<file path="config.mk">
export PLATFORM = sky130hd
export DESIGN_NAME = pixel_frame_sequencer
export DESIGN_NICKNAME = d
export VERILOG_FILES = /design/src/rtl/pixel_frame_sequencer.sv
export SDC_FILE = /design/constraint.sdc
export NUM_CORES = 1
export LEC_CHECK = 0
export ABC_AREA = 1
export CAP_MARGIN = 20
export CORE_MARGIN = 10
export CORE_UTILIZATION = 35
export DETAILED_ROUTE_END_ITERATION = 8
export PLACE_DENSITY = 0.55
export REMOVE_ABC_BUFFERS = 1
export SETUP_SLACK_MARGIN = 0.3
export SYNTH_ARGS = -nofsm -noshare
export SYNTH_HDL_FRONTEND = slang
export SYNTH_SLANG_ARGS = --single-unit
</file>
<file path="constraint.sdc">
create_clock -name pixclk -period 1.9 [get_ports pixclk]
set_clock_uncertainty 0.1 [all_clocks]
set_input_delay 0.285 -clock pixclk [delete_from_list [all_inputs] [get_ports pixclk]]
set_output_delay 0.285 -clock pixclk [all_outputs]
set_load 0.05 [all_outputs]
</file>
<file path="src/rtl/pixel_frame_sequencer.sv">
// ---------------------------------------------------------------------------
// pixel_frame_sequencer
//
// Frame timing controller for the pixel datapath. Walks a raster of
// IMG_WIDTH x IMG_HEIGHT active pixels, inserting HBLANK_CYC idle cycles
// after every line and VBLANK_CYC idle cycles after every frame. Active
// pixels are paced by the pixel source: a pixel is only presented when the
// source was ready on the previous cycle.
//
// Ports:
//   pixclk        pixel clock
//   reset         synchronous, active-low reset
//   i_start       level; sampled in IDLE to begin a run
//   i_stop        one-cycle request; finish the current frame, then done
//   i_src_ready   pixel source has data; low stalls active pixels
//   o_valid       pixel valid
//   o_x_coord     column of the current pixel
//   o_y_coord     row of the current pixel
//   o_sof         first pixel of a frame
//   o_eol         last pixel of a line
//   o_eof         last pixel of a frame
//   o_frame_cnt   completed frames, wraps 0xFFFF -> 0, cleared only by reset
//   o_busy        sequencer is not idle
//   o_done        one-cycle pulse when a run completes
// ---------------------------------------------------------------------------
module pixel_frame_sequencer #(
  parameter int IMG_WIDTH  = 400,
  parameter int IMG_HEIGHT = 300,
  parameter int HBLANK_CYC = 16,
  parameter int VBLANK_CYC = 64,
  parameter int FRAMES     = 1,
  parameter int XW         = 12,
  parameter int YW         = 12
) (
  input  logic          pixclk,
  input  logic          reset,
  input  logic          i_start,
  input  logic          i_stop,
  input  logic          i_src_ready,
  output logic          o_valid,
  output logic [XW-1:0] o_x_coord,
  output logic [YW-1:0] o_y_coord,
  output logic          o_sof,
  output logic          o_eol,
  output logic          o_eof,
  output logic [15:0]   o_frame_cnt,
  output logic          o_busy,
  output logic          o_done
);

  typedef enum logic [2:0] {
    ST_IDLE   = 3'd0,
    ST_ACTIVE = 3'd1,
    ST_HBLANK = 3'd2,
    ST_VBLANK = 3'd3,
    ST_DONE   = 3'd4
  } state_t;

  // The blank counter runs 0..N-1 for the longer of the two blanking periods.
  localparam int BLANK_MAX = (HBLANK_CYC > VBLANK_CYC) ? HBLANK_CYC : VBLANK_CYC;
  localparam int BW        = (BLANK_MAX > 2) ? $clog2(BLANK_MAX) : 1;

  localparam logic [BW-1:0] HB_LAST  = BW'((HBLANK_CYC > 0) ? HBLANK_CYC - 1 : 0);
  localparam logic [BW-1:0] VB_LAST  = BW'((VBLANK_CYC > 0) ? VBLANK_CYC - 1 : 0);
  localparam logic [BW-1:0] B_ONE    = BW'(1);
  localparam logic [XW-1:0] X_LAST   = XW'(IMG_WIDTH - 1);
  localparam logic [XW-1:0] X_ONE    = XW'(1);
  localparam logic [YW-1:0] Y_LAST   = YW'(IMG_HEIGHT - 1);
  localparam logic [YW-1:0] Y_ONE    = YW'(1);
  localparam logic [15:0]   FRAMES_C = 16'(FRAMES);

  state_t          r_state;
  state_t          w_next_state;
  logic            r_valid;
  logic [XW-1:0]   r_x;
  logic [YW-1:0]   r_y;
  logic [15:0]     r_frame_cnt;
  logic [BW-1:0]   r_blank_cnt;
  logic            r_stop;
  logic            r_busy;
  logic            r_done;

  logic            w_sof;
  logic            w_eol;
  logic            w_eof;
  logic            w_pix_adv;
  logic [15:0]     w_frame_cnt_inc;
  logic            w_stop_seen;
  logic            w_limit_at_eof;
  logic            w_limit_in_vblank;
  logic            w_exit_at_eof;
  logic            w_exit_in_vblank;

  // Frame markers are plain decodes of the registered pixel position.
  assign w_sof = r_valid && (r_x == {XW{1'b0}}) && (r_y == {YW{1'b0}});
  assign w_eol = r_valid && (r_x == X_LAST);
  assign w_eof = w_eol && (r_y == Y_LAST);

  // A pixel is consumed only on a valid cycle; stalls freeze x and y.
  assign w_pix_adv = (r_state == ST_ACTIVE) && r_valid;

  assign w_frame_cnt_inc = r_frame_cnt + 16'd1;

  // A stop arriving in the same cycle as the decision point still counts.
  assign w_stop_seen = r_stop || i_stop;

  // At eof the counter has not yet been updated, so compare its next value;
  // in VBLANK it already holds the completed-frame count.
  assign w_limit_at_eof    = (FRAMES != 0) && (w_frame_cnt_inc == FRAMES_C);
  assign w_limit_in_vblank = (FRAMES != 0) && (r_frame_cnt == FRAMES_C);
  assign w_exit_at_eof     = w_stop_seen || w_limit_at_eof;
  assign w_exit_in_vblank  = w_stop_seen || w_limit_in_vblank;

  // Next-state decode for the sequencing FSM.
  always_comb begin
    w_next_state = r_state;
    case (r_state)
      ST_IDLE: begin
        if (i_start) begin
          w_next_state = ST_ACTIVE;
        end else begin
          w_next_state = ST_IDLE;
        end
      end
      ST_ACTIVE: begin
        if (w_eof) begin
          if (VBLANK_CYC > 0) begin
            w_next_state = ST_VBLANK;
          end else if (w_exit_at_eof) begin
            w_next_state = ST_DONE;
          end else begin
            w_next_state = ST_ACTIVE;
          end
        end else if (w_eol) begin
          if (HBLANK_CYC > 0) begin
            w_next_state = ST_HBLANK;
          end else begin
            w_next_state = ST_ACTIVE;
          end
        end else begin
          w_next_state = ST_ACTIVE;
        end
      end
      ST_HBLANK: begin
        if (r_blank_cnt == HB_LAST) begin
          w_next_state = ST_ACTIVE;
        end else begin
          w_next_state = ST_HBLANK;
        end
      end
      ST_VBLANK: begin
        if (r_blank_cnt == VB_LAST) begin
          if (w_exit_in_vblank) begin
            w_next_state = ST_DONE;
          end else begin
            w_next_state = ST_ACTIVE;
          end
        end else begin
          w_next_state = ST_VBLANK;
        end
      end
      ST_DONE: begin
        w_next_state = ST_IDLE;
      end
      default: begin
        w_next_state = ST_IDLE;
      end
    endcase
  end

  // State register plus the flags derived from the state being entered.
  // valid is set from src_ready on any edge that lands in ACTIVE, so the
  // first pixel after a blank or a start can appear without a dead cycle.
  always_ff @(posedge pixclk) begin
    if (!reset) begin
      r_state <= ST_IDLE;
      r_valid <= 1'b0;
      r_busy  <= 1'b0;
      r_done  <= 1'b0;
    end else begin
      r_state <= w_next_state;
      r_valid <= (w_next_state == ST_ACTIVE) && i_src_ready;
      r_busy  <= (w_next_state != ST_IDLE);
      r_done  <= (w_next_state == ST_DONE);
    end
  end

  // Raster position: advance on each consumed pixel, wrap at line/frame end.
  always_ff @(posedge pixclk) begin
    if (!reset) begin
      r_x <= {XW{1'b0}};
      r_y <= {YW{1'b0}};
    end else if (r_state == ST_IDLE) begin
      r_x <= {XW{1'b0}};
      r_y <= {YW{1'b0}};
    end else if (w_pix_adv) begin
      if (w_eof) begin
        r_x <= {XW{1'b0}};
        r_y <= {YW{1'b0}};
      end else if (w_eol) begin
        r_x <= {XW{1'b0}};
        r_y <= r_y + Y_ONE;
      end else begin
        r_x <= r_x + X_ONE;
        r_y <= r_y;
      end
    end else begin
      r_x <= r_x;
      r_y <= r_y;
    end
  end

  // Completed-frame counter; free-running 16-bit wrap, survives run ends.
  always_ff @(posedge pixclk) begin
    if (!reset) begin
      r_frame_cnt <= 16'd0;
    end else if (w_pix_adv && w_eof) begin
      r_frame_cnt <= w_frame_cnt_inc;
    end else begin
      r_frame_cnt <= r_frame_cnt;
    end
  end

  // Blanking interval counter; restarts whenever a blank state is left.
  always_ff @(posedge pixclk) begin
    if (!reset) begin
      r_blank_cnt <= {BW{1'b0}};
    end else if (((r_state == ST_HBLANK) || (r_state == ST_VBLANK)) &&
                 (w_next_state == r_state)) begin
      r_blank_cnt <= r_blank_cnt + B_ONE;
    end else begin
      r_blank_cnt <= {BW{1'b0}};
    end
  end

  // Stop latch: armed by a stop while running, consumed by DONE.
  always_ff @(posedge pixclk) begin
    if (!reset) begin
      r_stop <= 1'b0;
    end else if (r_state == ST_DONE) begin
      r_stop <= 1'b0;
    end else if (i_stop && (r_state != ST_IDLE)) begin
      r_stop <= 1'b1;
    end else begin
      r_stop <= r_stop;
    end
  end

  assign o_valid     = r_valid;
  assign o_x_coord   = r_x;
  assign o_y_coord   = r_y;
  assign o_sof       = w_sof;
  assign o_eol       = w_eol;
  assign o_eof       = w_eof;
  assign o_frame_cnt = r_frame_cnt;
  assign o_busy      = r_busy;
  assign o_done      = r_done;

endmodule

</file>
==> metrics.txt <==
Worst Tran Pin Value approximately 490 ps; post-route setup TNS -74.1 ps; final net count 604; layout cell share with drive strength beyond 1 37.6%; Die Width 116 um; Port Buf Inserts 50; Int Power ~1.6 mW; final hold violations 0; core footprint 9150 um^2; Critical path origin o_x_coord[0]; Syn Area/Cell 6.56 um^2; sequential power share 53.9%; Die Ht about 120 um; cells on worst reg2reg path 9; commonest cells after routing, fill and taps aside nand2_1 (120), buf_4 (77), nor2_1 (63); Skew-Pair Late Insertion Delay 310 ps; most common cell after layout, fill and taps aside nand2_1; starting DRC count in detailed routing 114; vias in the first global route approximately 3.2k; io pins 51; overall routed net length just under 10000 um; P per Cell Area between 400 and 500 nW/um^2; CP startpoint kind register; sw frac ~24%; clk buf depth 2; Filler cells between 900 and 1k; cts-stage hold buffer count 0; flop-to-flop setup slack 130 ps; crit path to o_sof; pins over their slew limit 0; via count 3470; DRT Pass-1 Iters 4; RR Endpoint o_frame_cnt[3]; RD Place Congestion 0.910; Ys Warns 0; switching power of the nets about 500 uW; Post-DRT Antenna Nets 0; Initial Util 35.6%; leakage power 1.88 nW; hold_ws around 350 ps; Worst slew margin 67.3%; first-pass GRT wire length 15500 um; post-DP HPWL slightly below 7000 um; global route overflow 0; Yosys cell types 36; Reg-to-Reg Start o_x_coord[0]; Max Freq 0.516 GHz; Cells after Synth 496; ant diodes 0; H-tree Lvls 2; Final Power between 2 and 2.5 mW; register bit total from synthesis 53; Die Area 13600 um^2; CTS Buf Count 5; # DRC 0; Cell Area, Synth around 3300 um^2; Worst setup EP type output port; Clk pwr share around two fifths; post-DR vias/cell a little under 5; combinational group share of total power 7.5%; CP Data Required Time about 1500 ps; Row Count 35; final worst slack -39.8 ps; Worst EP arrival 1550 ps; unrepaired setup endpoints after global routing yes; pin count of the biggest net entering global routing 20; drt wl/cell 13.8 um; failing checks negative setup slack; Peak supply drop 291 uV; Hold Path Class register to register; critical path type register to output port; Core Util, Final 51.0%; Sink Count 53; gr usage total 14.0%; sequential fraction of the synthesis area 32.6%; status finished, violations left; Root Buffer clkbuf_8; Final setup viols 2; Reg clk slew, reported paths 110 ps; final worst path period need between 1500 and 2000 ps; CTS tree built; # Max-Cap Violations 0; crit path max fanout 3; crit share post-route 102%; initial antenna violation count 0; Area growth syn-to-layout 43.4%
==> through the flow <==
stage	setup WS (ps)	instances	area, um^2
floorplan	-416	488	3200
detailed placement	-47.3	669	3930
finish	-39.8	704	4670
CTS	-72.9	698	4340
global placement	-42.9	669	3930
global route	-132	704	4670
==> final cells by class <==
type                    count  area, um^2  area share, %
repair buffers             96         856           18.3
well taps                 111         139           2.98
multi-input cells         378        2240           47.9
clock buffers               5        68.8           1.47
inverters                  58         235           5.04
clock inverters             3        43.8          0.938
flip-flops and latches     53        1090           23.3
==> timing repair <==
item	in CTS	in global routing
setup endpoints to repair	46	50
resized for setup	39	75
buffers inserted	20	5
gates cloned	1	1
pin swaps	15	25
==> cell families after synthesis <==
| family | share of synthesized area, % |
|---|---|
| AOI/OAI and AO/OA | 7.11 |
| xor gates and xnor gates | 4.31 |
| adders and majority gates | 2.69 |
| buffers and inverters | 8.38 |
| DFF | 32.6 |
| and+or+nand+nor | 44.9 |
==> registers in the layout (all words and copies together) (netlist names) <==
register / count
o_done: 1
o_frame_cnt: 16
o_y_coord: 12
r_state: 3
r_blank_cnt: 6
r_stop: 1
o_busy: 1
o_valid: 1
o_x_coord: 12
==> synth_stat cells (all sizes together) <==
master | n | area share (%)
nand2 | 139 | 17
nor2 | 84 | 11
inv | 57 | 6.6
dfxtp | 53 | 33
nand3 | 53 | 9.2
a21oi | 32 | 5.5
nand4 | 15 | 3.1
nor3 | 14 | 3.0
xor2 | 12 | 3.2
o21ai | 9 | 1.4
ha | 7 | 2.7
buf | 6 | 1.3
xnor2 | 4 | 1.1
clkbuf | 2 | 0.23
nand3b | 2 | 0.46
nor3b | 2 | 0.62
and3 | 1 | 0.19
clkinv | 1 | 0.27
nor4 | 1 | 0.19
o21bai | 1 | 0.23
or2 | 1 | 0.19
==> critical path, cell delays in order (launching register included) <==
cell     delay (ps)
dfxtp_4         380
inv_4            70
ha_4            130
nand3_2          70
nor4_1          210
and3_1          240
buf_12          150
==> power by group through the flow <==
stage	logic, mW	clock network (mW)	registers [mW]
CTS	0.148	0.831	1.12
global route	0.168	0.868	1.12
floorplan	0.0536	0	1.16
global placement	0.115	0	1.15
finish	0.156	0.801	1.12
detailed placement	0.115	0	1.15
==> how the worst min path moves through the flow <==
stage / start / end / slack [ps] / cells past startpoint
final: r_blank_cnt[0] / r_blank_cnt[0] / 350 / 1
after detailed placement: r_blank_cnt[0] / r_blank_cnt[0] / 340 / 1
after floorplan: reset / r_state[1] / 300 / 2
after CTS: r_blank_cnt[0] / r_blank_cnt[0] / 360 / 1
after global routing: r_blank_cnt[0] / r_blank_cnt[0] / 390 / 1
after global placement: r_blank_cnt[0] / r_blank_cnt[0] / 330 / 1
==> per-layer routing <==
metal / track usage, % / up-vias / wire length, um
li1: - / 1787 / -
met1: 18.0 / 1595 / 4500
met2: 23.2 / 76 / 4560
met3: 3.34 / 12 / 498
met4: 3.34 / 0 / 162
met5: 0 / - / 0
Power figures use the tool's default switching activity.
